==> src/rtl/result_display_pkg.sv <==
// Shared types and constants for the ALU result BCD display.
// Seven-segment codes are active-low, bit order {g,f,e,d,c,b,a}.
package result_display_pkg;

  typedef enum logic [1:0] {
    IDLE,
    LOAD,
    SHIFT,
    DONE
  } disp_state_t;

  localparam logic [6:0] SEG_BLANK   = 7'h7F;
  localparam logic [6:0] SEG_MINUS   = 7'h3F;
  localparam logic [3:0] SHIFT_COUNT = 4'd8;

  function automatic logic [3:0] add3(input logic [3:0] n);
    return (n >= 4'd5) ? n + 4'd3 : n;
  endfunction

endpackage

==> src/rtl/result_bcd_display_seg7.sv <==
// Digit to active-low seven-segment decoder with blanking.
// Codes 10-15 show nothing.
module seg7_decoder
  import result_display_pkg::*;
(
  input  logic [3:0] digit,
  input  logic       blank,
  output logic [6:0] seg
);

  always_comb begin
    seg = SEG_BLANK;
    if (!blank) begin
      case (digit)
        4'd0:    seg = 7'h40;
        4'd1:    seg = 7'h79;
        4'd2:    seg = 7'h24;
        4'd3:    seg = 7'h30;
        4'd4:    seg = 7'h19;
        4'd5:    seg = 7'h12;
        4'd6:    seg = 7'h02;
        4'd7:    seg = 7'h78;
        4'd8:    seg = 7'h00;
        4'd9:    seg = 7'h10;
        default: seg = SEG_BLANK;
      endcase
    end
  end

endmodule

==> src/rtl/result_bcd_display.sv <==
// Captures an 8-bit signed ALU result and shows sign plus three
// BCD digits on active-low seven-segment displays.
module result_bcd_display
  import result_display_pkg::*;
(
  input  logic       clk,
  input  logic       rst,
  input  logic       start,
  input  logic [7:0] result,
  output logic       busy,
  output logic       done,
  output logic       neg,
  output logic [3:0] bcd_h,
  output logic [3:0] bcd_t,
  output logic [3:0] bcd_o,
  output logic [6:0] hex3,
  output logic [6:0] hex2,
  output logic [6:0] hex1,
  output logic [6:0] hex0
);

  disp_state_t state_q, state_d;
  logic [7:0]  res_q, res_d;
  logic [7:0]  mag_q, mag_d;
  logic [11:0] acc_q, acc_d;
  logic [3:0]  cnt_q, cnt_d;
  logic        busy_q, busy_d;
  logic        done_q, done_d;
  logic        neg_q, neg_d;
  logic [3:0]  bcd_h_q, bcd_h_d;
  logic [3:0]  bcd_t_q, bcd_t_d;
  logic [3:0]  bcd_o_q, bcd_o_d;
  logic [6:0]  hex3_q, hex3_d;
  logic [6:0]  hex2_q, hex2_d;
  logic [6:0]  hex1_q, hex1_d;
  logic [6:0]  hex0_q, hex0_d;

  logic [11:0] acc_adj;
  logic [19:0] sh;
  logic [11:0] acc_sh;
  logic        blank_h;
  logic        blank_t;
  logic [6:0]  seg_h, seg_t, seg_o;

  assign acc_adj = {add3(acc_q[11:8]),
                    add3(acc_q[7:4]),
                    add3(acc_q[3:0])};
  assign sh      = {acc_adj, mag_q} << 1;
  assign acc_sh  = sh[19:8];
  assign blank_h = (acc_sh[11:8] == 4'd0);
  assign blank_t = blank_h && (acc_sh[7:4] == 4'd0);

  // Decoders look at the final shifted value so the display
  // registers load on the same edge that enters DONE.
  seg7_decoder u_seg_h (
    .digit (acc_sh[11:8]),
    .blank (blank_h),
    .seg   (seg_h)
  );

  seg7_decoder u_seg_t (
    .digit (acc_sh[7:4]),
    .blank (blank_t),
    .seg   (seg_t)
  );

  seg7_decoder u_seg_o (
    .digit (acc_sh[3:0]),
    .blank (1'b0),
    .seg   (seg_o)
  );

  always_comb begin
    state_d = state_q;
    res_d   = res_q;
    mag_d   = mag_q;
    acc_d   = acc_q;
    cnt_d   = cnt_q;
    done_d  = 1'b0;
    neg_d   = neg_q;
    bcd_h_d = bcd_h_q;
    bcd_t_d = bcd_t_q;
    bcd_o_d = bcd_o_q;
    hex3_d  = hex3_q;
    hex2_d  = hex2_q;
    hex1_d  = hex1_q;
    hex0_d  = hex0_q;
    unique case (state_q)
      IDLE: begin
        if (start) begin
          res_d   = result;
          state_d = LOAD;
        end
      end
      LOAD: begin
        mag_d   = res_q[7] ? (~res_q + 8'd1) : res_q;
        acc_d   = '0;
        cnt_d   = '0;
        state_d = SHIFT;
      end
      SHIFT: begin
        acc_d = acc_sh;
        mag_d = sh[7:0];
        cnt_d = cnt_q + 4'd1;
        if (cnt_d == SHIFT_COUNT) begin
          state_d = DONE;
          done_d  = 1'b1;
          neg_d   = res_q[7];
          bcd_h_d = acc_sh[11:8];
          bcd_t_d = acc_sh[7:4];
          bcd_o_d = acc_sh[3:0];
          hex3_d  = res_q[7] ? SEG_MINUS : SEG_BLANK;
          hex2_d  = seg_h;
          hex1_d  = seg_t;
          hex0_d  = seg_o;
        end
      end
      DONE: begin
        state_d = IDLE;
      end
      default: state_d = IDLE;
    endcase
    busy_d = (state_d != IDLE);
  end

  always_ff @(posedge clk) begin
    if (rst) begin
      state_q <= IDLE;
      res_q   <= '0;
      mag_q   <= '0;
      acc_q   <= '0;
      cnt_q   <= '0;
      busy_q  <= 1'b0;
      done_q  <= 1'b0;
      neg_q   <= 1'b0;
      bcd_h_q <= '0;
      bcd_t_q <= '0;
      bcd_o_q <= '0;
      hex3_q  <= SEG_BLANK;
      hex2_q  <= SEG_BLANK;
      hex1_q  <= SEG_BLANK;
      hex0_q  <= SEG_BLANK;
    end else begin
      state_q <= state_d;
      res_q   <= res_d;
      mag_q   <= mag_d;
      acc_q   <= acc_d;
      cnt_q   <= cnt_d;
      busy_q  <= busy_d;
      done_q  <= done_d;
      neg_q   <= neg_d;
      bcd_h_q <= bcd_h_d;
      bcd_t_q <= bcd_t_d;
      bcd_o_q <= bcd_o_d;
      hex3_q  <= hex3_d;
      hex2_q  <= hex2_d;
      hex1_q  <= hex1_d;
      hex0_q  <= hex0_d;
    end
  end

  assign busy  = busy_q;
  assign done  = done_q;
  assign neg   = neg_q;
  assign bcd_h = bcd_h_q;
  assign bcd_t = bcd_t_q;
  assign bcd_o = bcd_o_q;
  assign hex3  = hex3_q;
  assign hex2  = hex2_q;
  assign hex1  = hex1_q;
  assign hex0  = hex0_q;

endmodule

==> config.mk <==
export PLATFORM = sky130hd
export DESIGN_NAME = result_bcd_display
export DESIGN_NICKNAME = d
export VERILOG_FILES = /design/src/rtl/result_display_pkg.sv /design/src/rtl/result_bcd_display_seg7.sv /design/src/rtl/result_bcd_display.sv
export SDC_FILE = /design/constraint.sdc
export NUM_CORES = 1
export LEC_CHECK = 0
export CAP_MARGIN = 30
export CORE_ASPECT_RATIO = 0.75
export CORE_MARGIN = 4
export CORE_UTILIZATION = 30
export DETAILED_ROUTE_END_ITERATION = 10
export GPL_ROUTABILITY_DRIVEN = 0
export RECOVER_POWER = 50
export SLEW_MARGIN = 40
export SYNTH_ARGS = -nofsm -noshare
export SYNTH_HDL_FRONTEND = slang
export SYNTH_HIERARCHICAL = 1
export SYNTH_SLANG_ARGS = --single-unit
==> constraint.sdc <==
create_clock -name clk -period 2.7 [get_ports clk]
set_input_delay 0.54 -clock clk [delete_from_list [all_inputs] [get_ports clk]]
set_output_delay 0.54 -clock clk [all_outputs]
set_load 0.01 [all_outputs]
==> impl_metrics.ini, run 1 <==
[routing]
drt_pass1_iterations = 4
post_drt_via_cell_ratio = 4.61
drc = 0
vias = 3326
drt_iter0_drc = 181
wl_per_cell_um = 12.1
wl_mm = 8.70
ant_nets = 0

[synth]
ys_ff_latch = 71
yosys_warnings = 6
synthDistinctLibCells = 51
synth.area.top_cells = dfxtp_1, ha_1, nand2_1, a21oi_1, nand3b_1
synth_top_cell_by_area = dfxtp_1
synth_ff_type = dfxtp_1
synthArstFlopShare = 0
seq_area_frac_synth = 0.353
syn_area_per_cell_um2 = 8.15
syn_area_mm2 = 0.00403
synthCells = 494
synth_top_cell_area_share = 0.353
synth_edf_count = 0

[worst_setup_path]
rrSetupSlack_ps = 330
r2r-start = acc_q[9]
setup.worst_path.end = hex1[3]
worstPathCellList = inv_1 > ha_1 > nand2b_1 > a21oi_2 > xnor2_1 > buf_4 > nor4_2 > and3_1 > nor2_1 > a21oi_1 > nand2_1 > nand3b_1
crit_slowest_cell = and3_1
cp.required_ps = 2970
worstSetupStartpoint = acc_q[9]
r2r.worst_path.cells = 12
critical_path_class = reg -> reg
cp-start-kind = flip-flop
endpoint_kind = flip-flop
timing.rr.end = hex1[3]
crit_fanout = 9
cp.arrival_ps = 2640
slowest_delay_ps = 370

[sta]
tightest_slew_ps = 1200
fin_tns_setup_ps = 0
final-max-slew-violation-count = 0
rsz0062_at_grt = no
finalHoldViolCount = 0
fin_ws_ps = 332
relSlewSlack = 0.198
finalCriticalPeriod_ps = 2370
max_clock_freq_mhz = 422
fin_crit_sh = 0.877
setup_viol = 0
finClkSkew_ps = 7.99

[global_routing]
grt_pass1_wl_mm = 14.9
use_met1 = 0.146
grt_antenna_before_repair = 0
grt_util_met2 = 0.198
globalRouteMet3Util = 0.0385
grt_remaining_overflow = 0
grt-busiest-layer = met2
track_usage = 0.118
grt_max_degree = 45
grt_pass1_vias = 3218

[placed_design]
place_inst = 705
dpl.hpwl_mm = 5.91
portBuffers = 47
post-place-ws_ps = 218

[cells_and_area]
layoutNonFillerInstCount = 721
seqCellArea_mm2 = 0.00142
layout_common_cells = nand2_1, dfxtp_1, a21oi_1
utilization = 0.374
diodes = 0
syn_to_final_growth_pct = 21.3
fillers = 1328
drive_above_1_share = 0.0836
multi_input_area_mm2 = 0.00228
final_nets = 582
final_common_cell = nand2_1

[power_and_ir_drop]
leakage_nw = 1.98
powerDensity_mw_per_mm2 = 612
peakVddDrop_mv = 0.305

[outcome]
status = finished clean

[floorplanning]
die_y_um = 108
num_rows = 36
dieArea_mm2 = 0.0154
initial_core_util = 0.308
die-width_um = 142
design.portCount = 54
design.core.area_mm2 = 0.0131

[run]
maxCapViolCount = 0

[clock_network]
insertion_delay_ps = 330
htreeDepth = 3
root_buffer = clkbuf_16
clock-sinks = 71
cts_buffers = 9
clockBufferDepth = 2
cts_tree = done
cts.clk_slew.worst_paths_ps = 60

[min_path]
hp-class = reg -> reg
-- repair_timing --
item,in CTS,in global routing
endpoints found under the hold margin,0,0
hold buffers,0,0
resized for setup,0,1
buffers inserted,0,0
setup endpoints to repair,0,4
-- cell type report --
cell class	instances	area share
clock buffer	10	0.0489
clock inverter	6	0.0141
inverter	23	0.0177
multi-input combinational	378	0.467
sequential	71	0.291
tap	171	0.0438
timing repair buffer	62	0.118
-- metrics by stage --
stage                     hold WS (ps)  instance area, µm²  power [mW]
after CTS                          455                4880        3.04
after floorplan                    445                4070        1.85
after global routing               471                4890        3.17
final                              449                4890        2.99
after global placement             446                4570        1.80
after detailed placement           447                4570        1.81
-- registers in the layout, indices dropped and copies added, names as in the netlist, 2 cells and up --
register  count
bcd_h         4
res_q         8
hex2          7
bcd_o         4
bcd_t         4
hex0          7
acc_q        12
hex1          7
cnt_q         4
mag_q         8
state_q       2
-- worst min path at each step --
| stage | startpoint | end | slack [ps] | cells after the start |
|---|---|---|---|---|
| global placement | bcd_t[1] | bcd_t[1] | 450 | 2 |
| global route | bcd_t[1] | bcd_t[1] | 470 | 2 |
| CTS | bcd_h[1] | bcd_h[1] | 450 | 2 |
| finish | bcd_t[1] | bcd_t[1] | 450 | 2 |
| floorplan | mag_q[0] | mag_q[0] | 450 | 2 |
| detailed placement | bcd_t[1] | bcd_t[1] | 450 | 2 |
-- power breakdown --
part           switching [mW]  internal [mW]  leakage [nW]
Sequential             0.0548           1.11         0.575
Combinational           0.366          0.244          1.26
Clock                   0.469          0.745         0.149
-- critical path: cells and delay by family, from the launching register on --
| family | cells | cell delay (ps) |
|---|---|---|
| AOI/OAI and AO/OA | 2 | 350 |
| buffers and inverters | 2 | 240 |
| and+or+nand+nor | 6 | 1140 |
| xor gates and xnor gates | 1 | 80 |
| adders and majority gates | 1 | 180 |
| DFF | 1 | 310 |
-- layer usage --
| metal | share of wire | wire length [µm] |
|---|---|---|
| met5 | 0 | 0 |
| met2 | 0.47 | 4120 |
| met3 | 0.038 | 334 |
| met4 | 0.014 | 125 |
| met1 | 0.47 | 4120 |
-- cells by family after synthesis --
kind of cell	Yosys count	synth area share
AND/OR/NAND/NOR	223	0.285
AO/OA/AOI/OAI	97	0.144
flip-flops	71	0.353
buffers and inverters	56	0.0926
adder cells (fa/ha/maj)	26	0.0808
XOR/XNOR	11	0.0239
multiplexers	8	0.0199
other	2	0.00186
-- synth_stat cells (all sizes together), types with 2 or more instances --
library cell and instances:
a21oi 51, a2bb2oi 5, and2 3, buf 19, bufbuf 2, clkbuf 12, conb 2, dfxtp 71
ha 26, inv 23, mux2i 8, nand2 86, nand2b 23, nand3 11, nand3b 22, nor2 42
nor2b 12, nor3 12, nor3b 4, nor4 2, o21ai 21, o21bai 3, o22ai 6, o31ai 3
or2b 2, xnor2 6, xor2 5
Power figures use the tool's default switching activity.
==> inputs of run 2 (changes only) <==
- ABC_CLOCK_PERIOD_IN_PS: default -> 2700
- CORE_ASPECT_RATIO: 0.75 -> default
==> impl_metrics.ini, run 2 (synthesis results as in run 1) <==
[routing]
drt_pass1_iterations = 4
ant_nets = 0
vias = 3309
wl_mm = 8.83
post_drt_via_cell_ratio = 4.56
wl_per_cell_um = 12.2
drc = 0
drt_iter0_drc = 147

[sta]
finalHoldViolCount = 0
max_clock_freq_mhz = 413
fin_tns_setup_ps = 0
rsz0062_at_grt = no
relSlewSlack = 0.359
fin_crit_sh = 0.896
setup_viol = 0
tightest_slew_ps = 961
finClkSkew_ps = 6.56
finalCriticalPeriod_ps = 2420
final-max-slew-violation-count = 0

[cells_and_area]
syn_to_final_growth_pct = 22.6
layout_common_cells = nand2_1, dfxtp_1, a21oi_1
top_regs = acc_q (12), mag_q (8), res_q (8)
final_nets = 583
drive_above_1_share = 0.0764
final_common_cell = nand2_1
diodes = 0
top_register = acc_q
utilization = 0.374
postLayoutCellArea_mm2 = 0.00494
layoutNonFillerInstCount = 726
largest_reg_flops = 12

[placed_design]
dpl.hpwl_mm = 6.16
place_inst = 711
placed_cell_area_mm2 = 0.00459
portBuffers = 47

[min_path]
hp-class = reg -> reg
min_from = bcd_t[1]
min_to = bcd_t[1]
min_delay_path_depth = 2

[clock_network]
cts_setup_buffers = 0
cts_tree = done
insertion_delay_ps = 340
clock-sinks = 71
postCtsHoldBufs = 0
ctsResizeCount = 0
cts.clk_slew.worst_paths_ps = 60
htreeDepth = 3
cts_buffers = 9
clockBufferDepth = 2
root_buffer = clkbuf_16

[global_routing]
use_met1 = 0.158
grt_pass1_wl_mm = 14.9
grt_max_degree = 71
grt_remaining_overflow = 0
grt-busiest-layer = met2
globalRouteMet3Util = 0.0341
grt_antenna_before_repair = 0
grt_util_met2 = 0.196
track_usage = 0.123
grt_pass1_vias = 3257

[run]
maxCapViolCount = 0

[power_and_ir_drop]
peakVddDrop_mv = 0.381
powerDensity_mw_per_mm2 = 645
leakage_nw = 2.00

[worst_setup_path]
r2r-start = acc_q[4]
endpoint_kind = flip-flop
crit_fanout = 9
cp-start-kind = flip-flop
rrSetupSlack_ps = 280
critical_path_class = reg -> reg
cp.required_ps = 2920
cp.arrival_ps = 2640
timing.rr.end = hex1[3]
r2r.worst_path.cells = 11

[floorplanning]
dieArea_mm2 = 0.0153
die_y_um = 124
initial_core_util = 0.305
design.core.area_mm2 = 0.0132
num_rows = 42
die-width_um = 124
design.portCount = 54

[outcome]
status = finished clean
==> run 2: stage by stage <==
| stage | hold WS, ps | total power [mW] | setup WS [ps] |
|---|---|---|---|
| CTS | 455 | 3.23 | 88.8 |
| detailed placement | 448 | 1.83 | 103 |
| global placement | 445 | 1.80 | 233 |
| floorplan | 445 | 1.85 | 270 |
| global route | 470 | 3.36 | 22.5 |
| finish | 447 | 3.18 | 282 |
==> run 2: report_power, final <==
part / switching, mW / total [mW] / internal [mW] / leakage (nW)
clock: 0.438 / 1.39 / 0.948 / 0.169
sequential: 0.0548 / 1.17 / 1.11 / 0.575
combinational: 0.372 / 0.630 / 0.258 / 1.25
==> run 2: how the worst max path moves through the flow <==
stage / endpoint / startpoint / depth (start not counted)
floorplan: hex1[5] / acc_q[9] / 11
global route: hex1[5] / acc_q[5] / 11
CTS: hex1[3] / acc_q[4] / 11
global placement: hex1[5] / acc_q[9] / 11
finish: hex1[3] / acc_q[4] / 11
detailed placement: hex1[3] / acc_q[4] / 11
==> run 2: routing by layer <==
| layer | wire [µm] | vias to the layer above | part of all wire |
|---|---|---|---|
| li1 | - | 1733 | - |
| met3 | 432 | 13 | 0.049 |
| met2 | 3860 | 70 | 0.44 |
| met4 | 129 | 0 | 0.015 |
| met1 | 4410 | 1493 | 0.50 |
| met5 | 0 | - | 0 |
==> run 2: final cells by class <==
| cell class | instances | area [µm²] |
|---|---|---|
| Clock buffer | 12 | 256 |
| Clock inverter | 3 | 90.1 |
| Fill cell | 1355 | 8250 |
| Inverter | 23 | 86.3 |
| Multi-Input combinational cell | 378 | 2290 |
| Sequential cell | 71 | 1420 |
| Tap cell | 176 | 220 |
| Timing Repair Buffer | 63 | 574 |
==> run 2: worst max-delay path, cell delays in order, from the launching register on <==
cell,delay [ps]
dfxtp_1,420
inv_1,90
ha_1,230
nand2b_1,100
a21oi_1,140
xnor2_2,430
inv_1,160
ha_1,330
nor3b_2,190
a21oi_1,70
nand2_1,70
nand3b_1,70
==> inputs of run 3 (changes only) <==
- GPL_TIMING_DRIVEN: default -> 0
- SLEW_MARGIN: 40 -> 10
==> impl_metrics.ini, run 3 (synthesis results as in run 1) <==
[global_routing]
grt_antenna_before_repair = 0
track_usage = 0.129
grt_pass1_vias = 3197
grt_remaining_overflow = 0
grt_max_degree = 13
grt_pass1_wl_mm = 15.7

[worst_setup_path]
rrSetupSlack_ps = 200
cp.required_ps = 2920
r2r.worst_path.cells = 11
crit_fanout = 10
r2r-start = acc_q[9]
timing.rr.end = hex1[3]
cp-start-kind = flip-flop
critical_path_class = reg -> reg
endpoint_kind = flip-flop
cp.arrival_ps = 2720

[placed_design]
place_inst = 726
dpl.hpwl_mm = 7.01
post-place-ws_ps = -267
portBuffers = 45

[routing]
drt_pass1_iterations = 4
drc = 0
wl_mm = 9.51
post_drt_via_cell_ratio = 4.58
ant_nets = 0
drt_iter0_drc = 157
wl_per_cell_um = 12.8
vias = 3414

[floorplanning]
die-width_um = 124
initial_core_util = 0.305
num_rows = 42
design.core.area_mm2 = 0.0132
design.portCount = 54
die_y_um = 124
dieArea_mm2 = 0.0153

[clock_network]
cts_buffers = 9
htreeDepth = 3
cts.clk_slew.worst_paths_ps = 60
postCtsHoldBufs = 0
cts_tree = done
insertion_delay_ps = 330
root_buffer = clkbuf_16
clockBufferDepth = 2
clock-sinks = 71

[cells_and_area]
top_register = acc_q
top_regs = acc_q (12), mag_q (8), res_q (8)
layout_common_cells = nand2_1, dfxtp_1, a21oi_1
diodes = 0
final_common_cell = nand2_1
utilization = 0.384
final_nets = 601
drive_above_1_share = 0.100
largest_reg_flops = 12
layoutNonFillerInstCount = 745
syn_to_final_growth_pct = 25.8

[sta]
fin_crit_sh = 0.926
rsz0062_at_grt = no
final-max-slew-violation-count = 0
fin_ws_ps = 199
fin_tns_setup_ps = 0
max_clock_freq_mhz = 400
setup_viol = 0
relSlewSlack = 0.295
finClkSkew_ps = 6.58
tightest_slew_ps = 1060
finalCriticalPeriod_ps = 2500
finalHoldViolCount = 0

[run]
maxCapViolCount = 0

[power_and_ir_drop]
peakVddDrop_mv = 0.432
leakage_nw = 2.05
powerDensity_mw_per_mm2 = 611

[min_path]
min_from = bcd_h[1]
min_delay_path_depth = 2
min_to = bcd_h[1]
hp-class = reg -> reg

[outcome]
status = finished clean
## run 3: changes by cell type in the layout (fill, tap and decap cells not counted), sizes merged, moves of 2 or more
cell	before	now
buf	14	18
bufinv	3	1
clkbuf	15	27
clkdlybuf4s50	14	24
clkinv	0	3
clkinvlp	0	2
dlygate4sd3	32	21
## run 3: how the worst max path moves through the flow
stage              from  endpoint  slack (ps)  cells past startpoint
2_1_floorplan  acc_q[9]   hex1[5]         270                     11
3_3_place_gp   acc_q[9]   hex1[5]        -150                     11
3_5_place_dp   acc_q[9]   hex1[3]        -270                     11
4_1_cts        acc_q[5]   hex1[3]          50                     11
5_1_grt        acc_q[9]   hex1[3]           5                     11
6_report       acc_q[9]   hex1[3]         200                     11
## run 3: area by class of cell
class	instances	area, µm²
buffer	33	244
clock buffer	10	239
clock inverter	6	60.1
fill	1329	8120
inverter	23	86.3
multi-input combinational	378	2320
sequential	71	1420
tap	176	220
timing repair buffer	48	473
## run 3: worst max-delay path, cell delays in order (launching register included)
cell and delay (ps):
dfxtp_1 320, inv_1 90, ha_1 190, nand2b_1 150
a21oi_2 280, mux2i_4 500, nor4_4 60, and3_1 270
nor2_1 230, a21oi_1 120, nand2_1 80, nand3b_1 80
## run 3: what timing repair did
item	4_1_cts	5_1_grt
resized for setup	4	9
endpoints found under the setup margin	7	17
pin swaps	1	0
buffers inserted	1	2
## run 3: metal layers
metal  vias to the layer above  global-route usage  share of wire
met5                         -                   0              0
met4                         0              0.0374          0.012
met3                        11              0.0350          0.063
met2                        80               0.209           0.45
met1                      1551               0.168           0.47
li1                       1772                   -              -
## run 3: per-stage QoR
stage | hold slack [ps] | power [mW] | cell area (µm²)
2_1_floorplan | 445 | 1.85 | 4070
3_3_place_gp | 450 | 2.02 | 4740
3_5_place_dp | 451 | 2.04 | 4740
4_1_cts | 459 | 3.23 | 5060
5_1_grt | 474 | 3.26 | 5070
6_report | 451 | 3.09 | 5070
## run 3: power by group
part	internal, mW	switching (mW)	total (mW)	leakage (nW)
clock	0.734	0.447	1.18	0.144
combinational	0.342	0.404	0.746	1.33
sequential	1.11	0.0525	1.17	0.575
total	2.19	0.903	3.09	2.05
